## src/rtl/systolic_feed_sequencer.sv

```systemverilog
// Feeds one N x N job into an output-stationary systolic array: clear, skewed feed, drain, capture.
// Define FEEDER_TRANSPOSE_B_EN to take i_B as B transposed (column-major host layout).
module systolic_feed_sequencer #(
    parameter int W      = 16,
    parameter int N      = 3,
    parameter int PE_LAT = 2
) (
    input  logic             i_clk,
    input  logic             i_rst_n,
    input  logic             i_start,
    input  logic             i_abort,
    input  logic [W*N*N-1:0] i_A,
    input  logic [W*N*N-1:0] i_B,
    output logic             o_busy,
    output logic             o_acc_clr,
    output logic             o_feed_valid,
    output logic [W*N-1:0]   o_a_row,
    output logic [W*N-1:0]   o_b_col,
    output logic             o_capture,
    output logic             o_done
);

    localparam int TW = $clog2(3*N-1);
    localparam int DW = (PE_LAT > 1) ? $clog2(PE_LAT) : 1;
    localparam logic [TW-1:0] T_LAST = TW'(3*N-3);
    localparam logic [DW-1:0] D_LAST = DW'(PE_LAT-1);

    typedef enum logic [2:0] {
        S_IDLE,
        S_CLEAR,
        S_FEED,
        S_DRAIN,
        S_DONE
    } state_t;

    state_t             r_state;
    state_t             w_next;
    logic [TW-1:0]      r_t;
    logic [DW-1:0]      r_d;
    logic [W*N*N-1:0]   r_A;
    logic [W*N*N-1:0]   r_B;
    logic               w_busy;
    logic               w_clr;
    logic               w_feed;
    logic               w_done;
    logic [W*N-1:0]     w_a;
    logic [W*N-1:0]     w_b;

    // Outputs are registered copies of the current-state decode, so they trail the state by one edge.
    always_ff @(posedge i_clk or negedge i_rst_n) begin
        if (!i_rst_n) begin
            r_state      <= S_IDLE;
            r_t          <= '0;
            r_d          <= '0;
            r_A          <= '0;
            r_B          <= '0;
            o_busy       <= 1'b0;
            o_acc_clr    <= 1'b0;
            o_feed_valid <= 1'b0;
            o_a_row      <= '0;
            o_b_col      <= '0;
            o_capture    <= 1'b0;
            o_done       <= 1'b0;
        end else begin
            r_state <= w_next;
            r_t     <= (r_state == S_FEED && w_next == S_FEED) ? r_t + TW'(1) : '0;
            r_d     <= (r_state == S_DRAIN && w_next == S_DRAIN) ? r_d + DW'(1) : '0;
            if (r_state == S_IDLE && w_next == S_CLEAR) begin
                r_A <= i_A;
                r_B <= i_B;
            end
            o_busy       <= w_busy;
            o_acc_clr    <= w_clr;
            o_feed_valid <= w_feed;
            o_a_row      <= w_a;
            o_b_col      <= w_b;
            o_capture    <= w_done;
            o_done       <= w_done;
        end
    end

    always_comb begin
        w_next = r_state;
        unique case (r_state)
            S_IDLE:  if (i_start) w_next = S_CLEAR;
            S_CLEAR: w_next = S_FEED;
            S_FEED:  if (r_t == T_LAST) w_next = S_DRAIN;
            S_DRAIN: if (r_d == D_LAST) w_next = S_DONE;
            S_DONE:  w_next = S_IDLE;
            default: w_next = S_IDLE;
        endcase
        if (i_abort) w_next = S_IDLE;
    end

    always_comb begin
        w_busy = (r_state != S_IDLE);
        w_clr  = (r_state == S_CLEAR);
        w_feed = (r_state == S_FEED);
        w_done = (r_state == S_DONE);
        w_a    = '0;
        w_b    = '0;
        if (r_state == S_FEED) begin
            for (int i = 0; i < N; i++) begin
                if (int'(r_t) >= i && int'(r_t) - i < N) begin
                    w_a[i*W +: W] = r_A[(N*N-1-(i*N+int'(r_t)-i))*W +: W];
`ifdef FEEDER_TRANSPOSE_B_EN
                    w_b[i*W +: W] = r_B[(N*N-1-(i*N+int'(r_t)-i))*W +: W];
`else
                    w_b[i*W +: W] = r_B[(N*N-1-((int'(r_t)-i)*N+i))*W +: W];
`endif
                end
            end
        end
        // Abort suppresses everything, including a DONE that would otherwise fire now.
        if (i_abort) begin
            w_busy = 1'b0;
            w_clr  = 1'b0;
            w_feed = 1'b0;
            w_done = 1'b0;
            w_a    = '0;
            w_b    = '0;
        end
    end

endmodule

```

## config.mk

```make
export PLATFORM = sky130hd
export DESIGN_NAME = systolic_feed_sequencer
export DESIGN_NICKNAME = d
export VERILOG_FILES = /design/src/rtl/systolic_feed_sequencer.sv
export SDC_FILE = /design/constraint.sdc
export NUM_CORES = 1
export LEC_CHECK = 0
export CAP_MARGIN = 25
export CELL_PAD_IN_SITES_DETAIL_PLACEMENT = 1
export CELL_PAD_IN_SITES_GLOBAL_PLACEMENT = 2
export CORE_UTILIZATION = 39
export CTS_BUF_LIST = sky130_fd_sc_hd__clkbuf_8
export DETAILED_ROUTE_END_ITERATION = 16
export GPL_ROUTABILITY_DRIVEN = 1
export PLACE_DENSITY_LB_ADDON = 0.1
export SKIP_CTS_REPAIR_TIMING = 1
export SYNTH_ARGS = -nofsm -noshare
export SYNTH_HDL_FRONTEND = slang
export SYNTH_SLANG_ARGS = --single-unit
```

## constraint.sdc

```tcl
create_clock -name i_clk -period 10.2 [get_ports i_clk]
set_clock_uncertainty 0.05 [all_clocks]
set_input_delay 3.06 -clock i_clk [delete_from_list [all_inputs] [get_ports i_clk]]
set_output_delay 3.06 -clock i_clk [all_outputs]
set_load 0.05 [all_outputs]
```

Word-level counts from Yosys, hierarchy flattened
Cells that the tools add are included.
{ "word_totals": {"word_cells": 77, "regBits": 395} }
{ "op_classes": {"mux": 21, "n_eq_ne": 8, "n_mul": 3, "n_reduce_logical": 7, "add_sub_neg": 16, "shifts": 6, "order_cmp": 5} }
{ "ops": {"columns": ["op", "count"], "rows": [
  ["144-bit by 10-bit variable part select with 16-bit output", 3],
  ["144-bit by 13-bit variable part select with 16-bit output", 2],
  ["48-bit 2-to-1 mux", 4],
  ["144-bit by 9-bit variable part select with 16-bit output", 1],
  ["16-bit 2-to-1 mux", 6],
  ["5-bit by 8-bit subtractor with 9-bit output, first input constant", 2],
  ["3-bit 2-to-1 mux", 5],
  ["4-bit by 3-bit multiplier with 7-bit output, second input constant", 2],
  ["3-bit by 2-bit == test with 1-bit output, second input constant", 4],
  ["3-bit one-hot mux with 4 select lines", 1],
  ["5-bit by 5-bit subtractor with 6-bit output, first input constant", 2],
  ["7-bit by 2-bit adder with 8-bit output, second input constant", 1],
  ["7-bit by 3-bit adder with 8-bit output, second input constant", 1],
  ["4-bit by 3-bit < comparator with 1-bit output, second input constant", 2],
  ["3-bit by 1-bit == test with 1-bit output, second input constant", 2],
  ["3-bit == test, second input constant", 2],
  ["4-bit by 5-bit subtractor with 6-bit output, first input constant", 1],
  ["1-bit logical AND", 5],
  ["3-bit by 2-bit multiplier with 5-bit output, second input constant", 1],
  ["1-bit 2-to-1 mux", 5],
  ["4-bit by 1-bit subtractor with 5-bit output, second input constant", 1],
  ["4-bit by 2-bit subtractor with 5-bit output, second input constant", 1],
  ["4-bit by 3-bit subtractor with 5-bit output, first input constant", 1],
  ["2-bit by 3-bit adder with 4-bit output, first input constant", 1],
  ["10 further kinds", 10]
]} }

Longest topological paths before layout
{ "logic_depth": {"depth_word": 8, "mapped_depth": 15} }

Worst setup path before layout
OpenSTA, ideal clock, no wires.
{ "synth_timing": {"kind": "input to register", "start": "input port i_abort", "end": "register o_b_col[46]", "n_path_buf": 1, "required_ps": 10043, "slack_ps": 5733, "stages": 7, "arrival_time_ps": 4311, "path_cell_list": "nor2_2 -> nand3b_1 -> inv_1 -> o21ai_0 -> or3_1 -> buf_2 -> a2111oi_4"} }
{ "synth_between": {"elab_chain_cells": 1} }
{ "synth_lines": {"columns": ["item", "line", "source"], "rows": [
  ["start, declared", "11", "input logic i_abort,"],
  ["48-bit 2-to-1 mux", "115", "if (i_abort) begin"],
  ["named net w_b[46]", "47", "logic [W*N-1:0] w_b;"],
  ["end signal, assigned", "76", "o_b_col <= w_b;"],
  ["end, declared", "18", "output logic [W*N-1:0] o_b_col,"]
]} }
The timed path passes the listed nets, and every way through them passes these cells.
A chain may end at the register's enable or synchronous reset.

Worst setup path after layout
{ "layout_timing": {"start": "input port i_abort", "end": "register r_B[135]"} }
{ "layout_between": {"elab_chain_cells": 3} }
{ "layout_lines": {"columns": ["item", "line", "source"], "rows": [
  ["3-bit 2-to-1 mux", "92", "if (i_abort) w_next = S_IDLE;"],
  ["3-bit by 1-bit == test with 1-bit output", "68", "if (r_state == S_IDLE && w_next == S_CLEAR) begin"],
  ["1-bit logical AND", "68", null],
  ["end signal, assigned", "70", "r_B <= i_B;"],
  ["end, declared", "41", "logic [W*N*N-1:0] r_B;"]
]} }
No other way between the ends.

==> results by group <==
Outcome
  – Outcome: finished, final reports clean

Place
  – HPWL Detailed: 50,000 µm
  – PortBufs: ~390
  – RD Place Congestion: 0.871
  – Placed cell area: 24,500 µm²
  – Placed Cells incl. Taps: about 2,500

Route
  – Met2 routed WL: 31,800 µm
  – Vias: 14,899
  – 1st-pass router iterations: 5
  – Final ANT Viol Nets: 0
  – Max Used Layer: met5
  – WL/cell: 26.9 µm
  – Vias per cell: 5.65
  – Met3 WL: 5230 µm
  – Met1 WL: 32,400 µm
  – First DRT Iteration DRCs: ~1,100
  – Post-route DRC violation count: 0
  – Final wirelength: 71,000 µm

Synthesis
  – Compound-cell area share of the yosys netlist: 0.0869
  – Post-synthesis xor/xnor area fraction: 0.00475
  – Largest family of logic cells by synthesized area: multiplexers
  – Register area share after synthesis: 0.494
  – Cell variety after synth: 51
  – Prevailing post-synth register cell: dfrtp_1
  – Warnings, synthesis: 0
  – Mean Syn Cell Area: around 13 µm²
  – Post-synth EDFFs: 0
  – Ys async rst share: 1.00
  – Post-synthesis mux area share: 0.313
  – Adder-Cell Fraction of Synth Area: 0.0151
  – #FFs+latches synth: slightly below 400
  – Synth Instances: approximately 1,500
  – Post-Syn Nets: 1,843
  – Simple-gate area share of the yosys netlist: 0.0556
  – Synthesized cell area: 20,000 µm²

Final layout
  – Area delta synth->final: 30.8%
  – Reg area: 9890 µm²
  – Most frequent cells in the layout: dfrtp_1, clkdlybuf4s50_1, mux2_2
  – Nets: around 2,200
  – Final non-filler cell total: between 2,000 and 3,000
  – Share of cells above drive strength 1: 0.290
  – Post-route cell area: ~26,000 µm²
  – Footprint of the multi-input gates: 9590 µm²
  – Filler cell count: 5,146
  – Most common cell after layout, fill and taps aside: dfrtp_1

Job
  – Total of max-cap violations: 0

Min path
  – Hold-critical path endpoint: r_d
  – Hold path depth: 1
  – HP Class: flop to flop
  – Hold_sp: r_d

Floorplanning
  – Site row count: 82
  – Die H: 229 µm
  – Starting density of the core: 0.397
  – IO Count: 393
  – Chip width: 229 µm
  – Total die area: 52,200 µm²
  – Core ar.: 50,400 µm²

Critical path
  – Worst Setup End Kind: flop
  – CP cell instances: clkdlybuf4s50_1 > nor2_2 > nand3_4 > buf_12 > mux2_2
  – R2R Setup Slk: 4.95 ns
  – Crit Reg-Reg Endpoint: o_b_col[17]
  – Maximum fanout along the worst path: around 190
  – Crit-path slowest cell: nand3_4
  – Reg-to-Reg Start: r_t[1]
  – Slowest stage delay, CP: ~0.72 ns
  – CP arrival: 6.07 ns
  – Worst Path Required: 10.64 ns
  – CP top delay family: buffers and inverters
  – R2r worst-path depth: 11
  – CP startpoint kind: input pin
  – CP Class: input pin to flop
  – Worst Path Buf+Inv: 2

STA
  – Fin crit share: 0.551
  – Fin. Hold Viols: 0
  – Worst slew pin tran: 1.30 ns
  – Final setup violation count: 0
  – Relative slew slack: 0.135
  – Setup repair after global routing missed its margin: no
  – Setup TNS: 0 ns
  – Max Slew Vio Count: 0
  – Fmax: 178 MHz
  – Minimum clock period: 5.63 ns

Clock network
  – Clock transition at path regs: ~0.05 ns
  – Clk sinks: 395
  – Longest Clk Path Bufs: 3
  – CTS H-tree depth: 3
  – Clock root cell: clkbuf_8
  – CTS Buf Count: 74
  – Worst skew pair latency: 0.66 ns
  – TritonCTS clock tree: built

GRT
  – First-pass GRT wire length: around 110,000 µm
  – Total track usage: 0.275
  – Number of global-route vias before repair: 15,813
  – Global route overflow: 0
  – Initial antenna violation count: 17
  – Largest net degree at the start of global routing: 188

Power and ir drop
  – Peak supply drop: 86.9 µV
  – Lkg Pwr: about 0.010 µW
  – Power Density: 180 nW/µm²
==> per-stage QoR <==
stage / hold WS (ns) / worst slack [ns] / utilization / total power, µW
after floorplan: 0.393 / 5.73 / - / 2670
after global placement: 0.424 / 4.30 / 0.486 / 3050
after detailed placement: 0.431 / 4.22 / 0.487 / 3110
after CTS: 0.438 / 4.90 / 0.518 / 4750
after global routing: 0.464 / 4.55 / 0.520 / 4940
final: 0.438 / 4.57 / 0.520 / 4720
==> how the worst max path moves through the flow <==
stage | start | to | slack (ns) | depth (start not counted)
finish | i_abort | r_B[135] | 4.57 | 5
floorplan | i_abort | o_b_col[46] | 5.73 | 7
global route | r_t[1] | o_b_col[17] | 4.55 | 11
detailed placement | i_abort | o_b_col[12] | 4.22 | 7
CTS | r_t[1] | o_b_col[31] | 4.90 | 11
global placement | i_abort | o_b_col[12] | 4.30 | 7
==> state kept, by name, indices dropped and copies added (netlist names), 3 cells and up <==
name,flops
r_A,144
r_B,144
o_a_row,48
o_b_col,48
r_state,3
r_t,3
==> layout make-up <==
cell class,instances,share of cell area
sequential,395,0.378
clock buffer,95,0.0499
timing repair buffer,418,0.162
clock inverter,34,0.00913
antenna,11,0.00105
multi-input combinational,999,0.366
tap,672,0.0321
inverter,15,0.00215
==> where the power goes <==
group / total (µW) / internal (µW) / switching (µW)
sequential: 2130 / 1840 / 290
combinational: 969 / 574 / 395
clock: 1620 / 909 / 713
total: 4720 / 3320 / 1400
==> Yosys cell counts, types with 14 or more instances <==
cell / n / area, µm²
nor2_1: 17 / 63.8
a31oi_1: 19 / 119
a311oi_1: 17 / 149
o21ai_0: 21 / 105
mux2_2: 288 / 3240
inv_1: 14 / 52.6
a21o_1: 15 / 113
a21oi_1: 119 / 596
and2_1: 16 / 100
mux2i_1: 20 / 200
buf_4: 14 / 105
a211oi_1: 16 / 120
dfrtp_1: 395 / 9880
nand2_1: 187 / 702
o22ai_1: 16 / 100
ha_1: 21 / 263
mux4_2: 125 / 2820
buf_2: 54 / 270
clkbuf_1: 48 / 180
a22oi_1: 47 / 353
==> per-layer routing <==
layer | track usage | vias up
li1 | - | 6452
met1 | 0.403 | 7806
met2 | 0.392 | 531
met3 | 0.0684 | 98
met4 | 0.0973 | 12
met5 | 0 | -
==> kinds of logic (layout without fill, tap and decap cells) <==
| logic type | after synthesis | count (layout) |
|---|---|---|
| DFF | 395 | 395 |
| muxes | 433 | 433 |
| other | 0 | 11 |
| adders and majority gates | 23 | 23 |
| buffers and inverters | 134 | 562 |
| xor gates and xnor gates | 10 | 10 |
| and+or+nand+nor | 255 | 255 |
| AOI/OAI and AO/OA | 278 | 278 |
Note: power is estimated with default switching activity, not from simulation.
